==> config.mk <==
export PLATFORM = sky130hd
export DESIGN_NAME = hazard_ctrl
export DESIGN_NICKNAME = d
export VERILOG_FILES = /design/src/rtl/cpu_pkg.sv /design/src/rtl/md_busy_tracker.sv /design/src/rtl/hazard_ctrl.sv
export SDC_FILE = /design/constraint.sdc
export NUM_CORES = 1
export LEC_CHECK = 0
export CAP_MARGIN = 40
export CELL_PAD_IN_SITES_DETAIL_PLACEMENT = 1
export CELL_PAD_IN_SITES_GLOBAL_PLACEMENT = 1
export CORE_MARGIN = 2
export CORE_UTILIZATION = 27
export CTS_BUF_LIST = sky130_fd_sc_hd__clkbuf_8
export DETAILED_ROUTE_END_ITERATION = 7
export PLACE_DENSITY_LB_ADDON = 0.2
export SYNTH_ARGS = -nofsm -noshare
export SYNTH_HDL_FRONTEND = slang
export SYNTH_SLANG_ARGS = --single-unit
==> constraint.sdc <==
create_clock -name clk -period 1.9 [get_ports clk]
set_input_delay 0.38 -clock clk [delete_from_list [all_inputs] [get_ports clk]]
set_output_delay 0.38 -clock clk [all_outputs]
set_load 0.02 [all_outputs]
==> src/rtl/cpu_pkg.sv <==
// Shared CPU constants: operand timing codes, MD op encodings
// and multiply/divide latencies used by the hazard logic.
package cpu_pkg;

   localparam int TUSE_W = 2;

   // Tuse value meaning "this operand is not read".
   localparam logic [TUSE_W-1:0] TUSE_NONE = 2'd3;

   localparam logic [1:0] MD_NONE = 2'd0;
   localparam logic [1:0] MD_MULT = 2'd1;
   localparam logic [1:0] MD_DIV  = 2'd2;
   localparam logic [1:0] MD_RSVD = 2'd3;

   localparam int MULT_CYCLES = 5;
   localparam int DIV_CYCLES  = 10;

endpackage

==> src/rtl/md_busy_tracker.sv <==
// Tracks occupancy of the multiply/divide unit.
// Ports: i_clk, i_rst_n (async low), i_md_op (E-stage op), o_busy.
module md_busy_tracker
   import cpu_pkg::*;
(
   input  logic       i_clk,
   input  logic       i_rst_n,
   input  logic [1:0] i_md_op,
   output logic       o_busy
);

   localparam logic S_IDLE = 1'b0;
   localparam logic S_BUSY = 1'b1;

   logic       r_state;
   logic [3:0] r_md_cnt;
   logic       w_start_mult;
   logic       w_start_div;

   assign w_start_mult = (i_md_op == MD_MULT);
   assign w_start_div  = (i_md_op == MD_DIV);

   always_ff @(posedge i_clk or negedge i_rst_n) begin
      if (!i_rst_n) begin
         r_state  <= S_IDLE;
         r_md_cnt <= '0;
      end else begin
         unique case (r_state)
            S_IDLE: begin
               // Start cycle is already busy, so load latency-1.
               if (w_start_mult) begin
                  r_state  <= S_BUSY;
                  r_md_cnt <= 4'(MULT_CYCLES - 1);
               end else if (w_start_div) begin
                  r_state  <= S_BUSY;
                  r_md_cnt <= 4'(DIV_CYCLES - 1);
               end
            end
            S_BUSY: begin
               // New starts are ignored here; no reload.
               r_md_cnt <= r_md_cnt - 4'd1;
               if (r_md_cnt <= 4'd1) begin
                  r_state <= S_IDLE;
               end
            end
            default: begin
               r_state  <= S_IDLE;
               r_md_cnt <= '0;
            end
         endcase
      end
   end

   // Reset gating keeps busy low while reset is held.
   assign o_busy = i_rst_n &
                   ((r_state == S_BUSY) | w_start_mult | w_start_div);

endmodule

==> src/rtl/hazard_ctrl.sv <==
// Pipeline hazard controller: Tuse/Tnew stall detection plus MD busy stall.
// Ports: clk, reset (async low), D/E/M register+timing fields, D_is_md,
// E_md_op; outputs PC_WE, FD_WE, DE_flush, md_busy, and stall_cnt when
// HAZARD_STAT_EN is defined.
module hazard_ctrl
   import cpu_pkg::*;
(
   input  logic              clk,
   input  logic              reset,
   input  logic [4:0]        D_rs,
   input  logic [4:0]        D_rt,
   input  logic [TUSE_W-1:0] D_rs_Tuse,
   input  logic [TUSE_W-1:0] D_rt_Tuse,
   input  logic [4:0]        E_A3,
   input  logic [4:0]        M_A3,
   input  logic [TUSE_W-1:0] E_Tnew,
   input  logic [TUSE_W-1:0] M_Tnew,
   input  logic              D_is_md,
   input  logic [1:0]        E_md_op,
   output logic              PC_WE,
   output logic              FD_WE,
   output logic              DE_flush,
   output logic              md_busy
`ifdef HAZARD_STAT_EN
   ,
   output logic [31:0]       stall_cnt
`endif
);

   logic w_stall_rs;
   logic w_stall_rt;
   logic w_stall_md;
   logic w_stall;
   logic w_md_busy;

   // Register 0 never creates a dependency; Tuse 3 means unread.
   assign w_stall_rs = (D_rs != 5'd0) && (D_rs_Tuse != TUSE_NONE) &&
                       (((E_A3 == D_rs) && (E_Tnew > D_rs_Tuse)) ||
                        ((M_A3 == D_rs) && (M_Tnew > D_rs_Tuse)));

   assign w_stall_rt = (D_rt != 5'd0) && (D_rt_Tuse != TUSE_NONE) &&
                       (((E_A3 == D_rt) && (E_Tnew > D_rt_Tuse)) ||
                        ((M_A3 == D_rt) && (M_Tnew > D_rt_Tuse)));

   md_busy_tracker u_md (
      .i_clk   (clk),
      .i_rst_n (reset),
      .i_md_op (E_md_op),
      .o_busy  (w_md_busy)
   );

   assign w_stall_md = D_is_md & w_md_busy;
   assign w_stall    = w_stall_rs | w_stall_rt | w_stall_md;

   // During reset the pipeline is frozen and D/E holds a bubble.
   assign PC_WE    = reset & ~w_stall;
   assign FD_WE    = reset & ~w_stall;
   assign DE_flush = ~reset | w_stall;
   assign md_busy  = w_md_busy;

`ifdef HAZARD_STAT_EN
   logic [31:0] r_stall_cnt;

   always_ff @(posedge clk or negedge reset) begin
      if (!reset) begin
         r_stall_cnt <= '0;
      end else if (w_stall) begin
         r_stall_cnt <= r_stall_cnt + 32'd1;
      end
   end

   assign stall_cnt = r_stall_cnt;
`endif

endmodule

==> results.cfg <==
[status]
status = finished with violations
violations = setup timing

[sta]
rsz0062_at_grt = yes
max_freq_mhz = 458.5
slew_violations = 0
tightest_slew_ns = 0.3129
relSlewSlack = 0.7887
fin_crit_sh = 1.148
layout_setup_ws_ns = -0.2808
setup_viol = 3
hold_viol = 0
holdWs_ns = 0.4659
min_period_ns = 2.181
skew_ns = 0.001037

[floorplan]
num_rows = 19
num_io_pins = 37
die_h_um = 58.03
initial_utilization = 0.2858
coreArea_sq_mm = 0.002758
die_area_sq_mm = 0.003367
die_x_um = 58.03

[placement]
place_congestion = 0.7602
io_buffers = 36
hpwl_um = 2372

[pwr]
power.switching_uw = 358.4
fin_total_pwr_uw = 933.2
vdd_drop_max_mv = 0.8110
swShare = 0.3840
pwr-share-comb = 0.578
power_leakage_uw = 0.0006915
pwr-share-clk = 0.197
seq_power_share = 0.225
powerDensity_mw_per_mm2 = 605.4
p_int_uw = 574.8

[global_route]
grt_use_total = 0.1728
grt_overflow = 0
grt_pass1_vias = 981
grt_start_max_net_pins = 11
grt_antenna_before_repair = 0
grt_first_pass_wirelength_um = 4395

[critical_path]
critical_path_class = input port to output port
required_ns = 1.52
end_kind = output port
rr_worst_depth = 4
critPathMaxFanout = 2
worstPathCellList = buf_12, inv_12, ha_4, nand2_2, nand4_1, nor4_4, o221ai_4, and3_4, buf_6
max_stage_delay_ns = 0.33
slowest_stage = nor4_4
arrival_ns = 1.80
start_kind = input port

[run]
maxCapViolCount = 0

[yosys]
ys_ff_latch = 5
synth_nets = 140
syn-cell-area_sq_um = 788.3
netlist.area_leader.share = 0.1905
yosys_warnings = 0
syn_avg_cell_area_sq_um = 8.297
synth_top_area_cell = ha_1
yosysSeqAreaShare = 0.1587
yosys.cell_types.count = 29
synth.area.top_cells = ha_1, dfrtp_1, xnor2_1
syn_inst = 95

[finish]
drive_above_1_share = 0.4694
fillCellCount = 309
synthToLayoutAreaGrowth_pct = 95.56
fin_nets = 193
diodes = 0

[clocking]
clock_path_buffers = 2
cts-hold-fix-buffers = 0
tritoncts = yes
clock-root-buffer = clkbuf_8
htreeDepth = 1
path_clk_slew_ns = 0.03
clk_latency_ns = 0.21
numCtsBuffers = 3
cts_sinks = 5

[routing]
vias = 883
routed_via_density = 4.961
wirelength_um = 3033
drc = 0
wl_per_cell_um = 17.04
ant_nets = 0
drt-pass1-iter-count = 4
drt_iter0_drc = 9

[worst_hold_path]
hp-class = input port to asynchronous set/reset pin
[cell families (layout without fill, tap and decap cells)]
family                   after synthesis  in the layout  synth area share
AND/OR/NAND/NOR                       28             28            0.1968
XOR/XNOR                              21             21            0.2333
buffers and inverters                 14             66           0.07142
AO/OA/AOI/OAI                         13             13            0.1238
adder cells (fa/ha/maj)               12             12            0.1905
flip-flops                             5              5            0.1587
multiplexers                           2              2           0.02540
[cells in the mapped netlist]
library cell,instances
nor4_1,3
o2111ai_1,1
nand2b_1,2
xnor2_1,11
o21ai_0,2
o221ai_2,1
clkbuf_1,1
or4_4,1
a21oi_1,3
mux2i_1,2
nand4_1,3
o41ai_1,1
o221ai_1,1
ha_1,12
o31ai_1,2
and2_1,1
xor2_1,10
buf_4,1
nor2b_1,1
nand2_1,7
o31a_1,1
nand3_1,2
nor2_1,3
inv_1,12
and3_1,1
dfrtp_1,5
a22oi_1,1
nor3_1,3
nor4_2,1
[critical path: cells and delay by family]
| family | cells | cell delay (ns) |
|---|---|---|
| and+or+nand+nor | 4 | 0.78 |
| buffers and inverters | 3 | 0.29 |
| adders and majority gates | 1 | 0.19 |
| AOI/OAI and AO/OA | 1 | 0.16 |
[path summary, 6_finish.rpt]
kind	from	end	slack [ns]
worst min register to register	u_md.r_md_cnt[2]	u_md.r_md_cnt[2]	0.54
worst max register to register	u_md.r_md_cnt[0]	u_md.r_md_cnt[1]	0.80
worst max-delay path	D_rs_Tuse[1]	FD_WE	-0.28
worst min-delay path	reset	u_md.r_state	0.47
max in group asynchronous	reset	u_md.r_md_cnt[2]	1.32
min in group clk	u_md.r_md_cnt[2]	u_md.r_md_cnt[2]	0.54
[power by group through the flow]
stage	registers, uW	logic, uW	clock network [uW]
after floorplan	197	288	0
after global placement	207	457	0
final	210	539	184
after global routing	219	605	198
after detailed placement	212	490	0
after CTS	211	503	191
[state kept, by name, indices dropped and copies added, names as in the netlist]
signal,count
u_md.r_md_cnt,4
u_md.r_state,1
[through the flow]
step	worst slack [ns]	utilization	std cells	cell area, sq um	TNS [ns]
final	-0.2808	0.5590	178	1541	-0.7480
after global routing	-0.3796	0.5590	178	1541	-1.058
after CTS	-0.2921	0.5154	177	1421	-0.8016
after detailed placement	-1.200	0.4728	173	1304	-4.135
after global placement	-1.162	0.4728	173	1304	-4.006
after floorplan	-0.09397	-	95	822.0	-0.09397
[cell usage in the layout, fill, tap and decap left out, types with 4 or more instances in the layout]
cell type	instances
buf_4	13
buf_6	8
clkbuf_2	9
dfrtp_1	5
dlygate4sd2_1	12
ha_4	8
inv_1	9
nand2_2	4
xnor2_1	8
xor2_1	7
[timing repair]
item,4_1_cts,5_1_grt
pin swaps,19,18
buffers inserted,0,2
setup endpoints to repair,4,3
resized for setup,79,53
[final cells by class]
type / instances / area, sq um / area share
clock inverter: 1 / 3.754 / 0.002435
clock buffer: 3 / 41.29 / 0.02679
multi-input combinational: 76 / 842.1 / 0.5463
timing repair buffer: 50 / 430.4 / 0.2792
tap: 31 / 38.79 / 0.02516
inverter: 12 / 60.06 / 0.03896
sequential: 5 / 125.1 / 0.08117
[routing by layer]
metal  wire [um]  GRT usage  vias up
li1            -          -      438
met1        1088     0.1767      420
met2        1793     0.3653       21
met3         112    0.02009        4
met4          39    0.03322        0
met5           0          0        -
(Power assumes the default switching activity.)
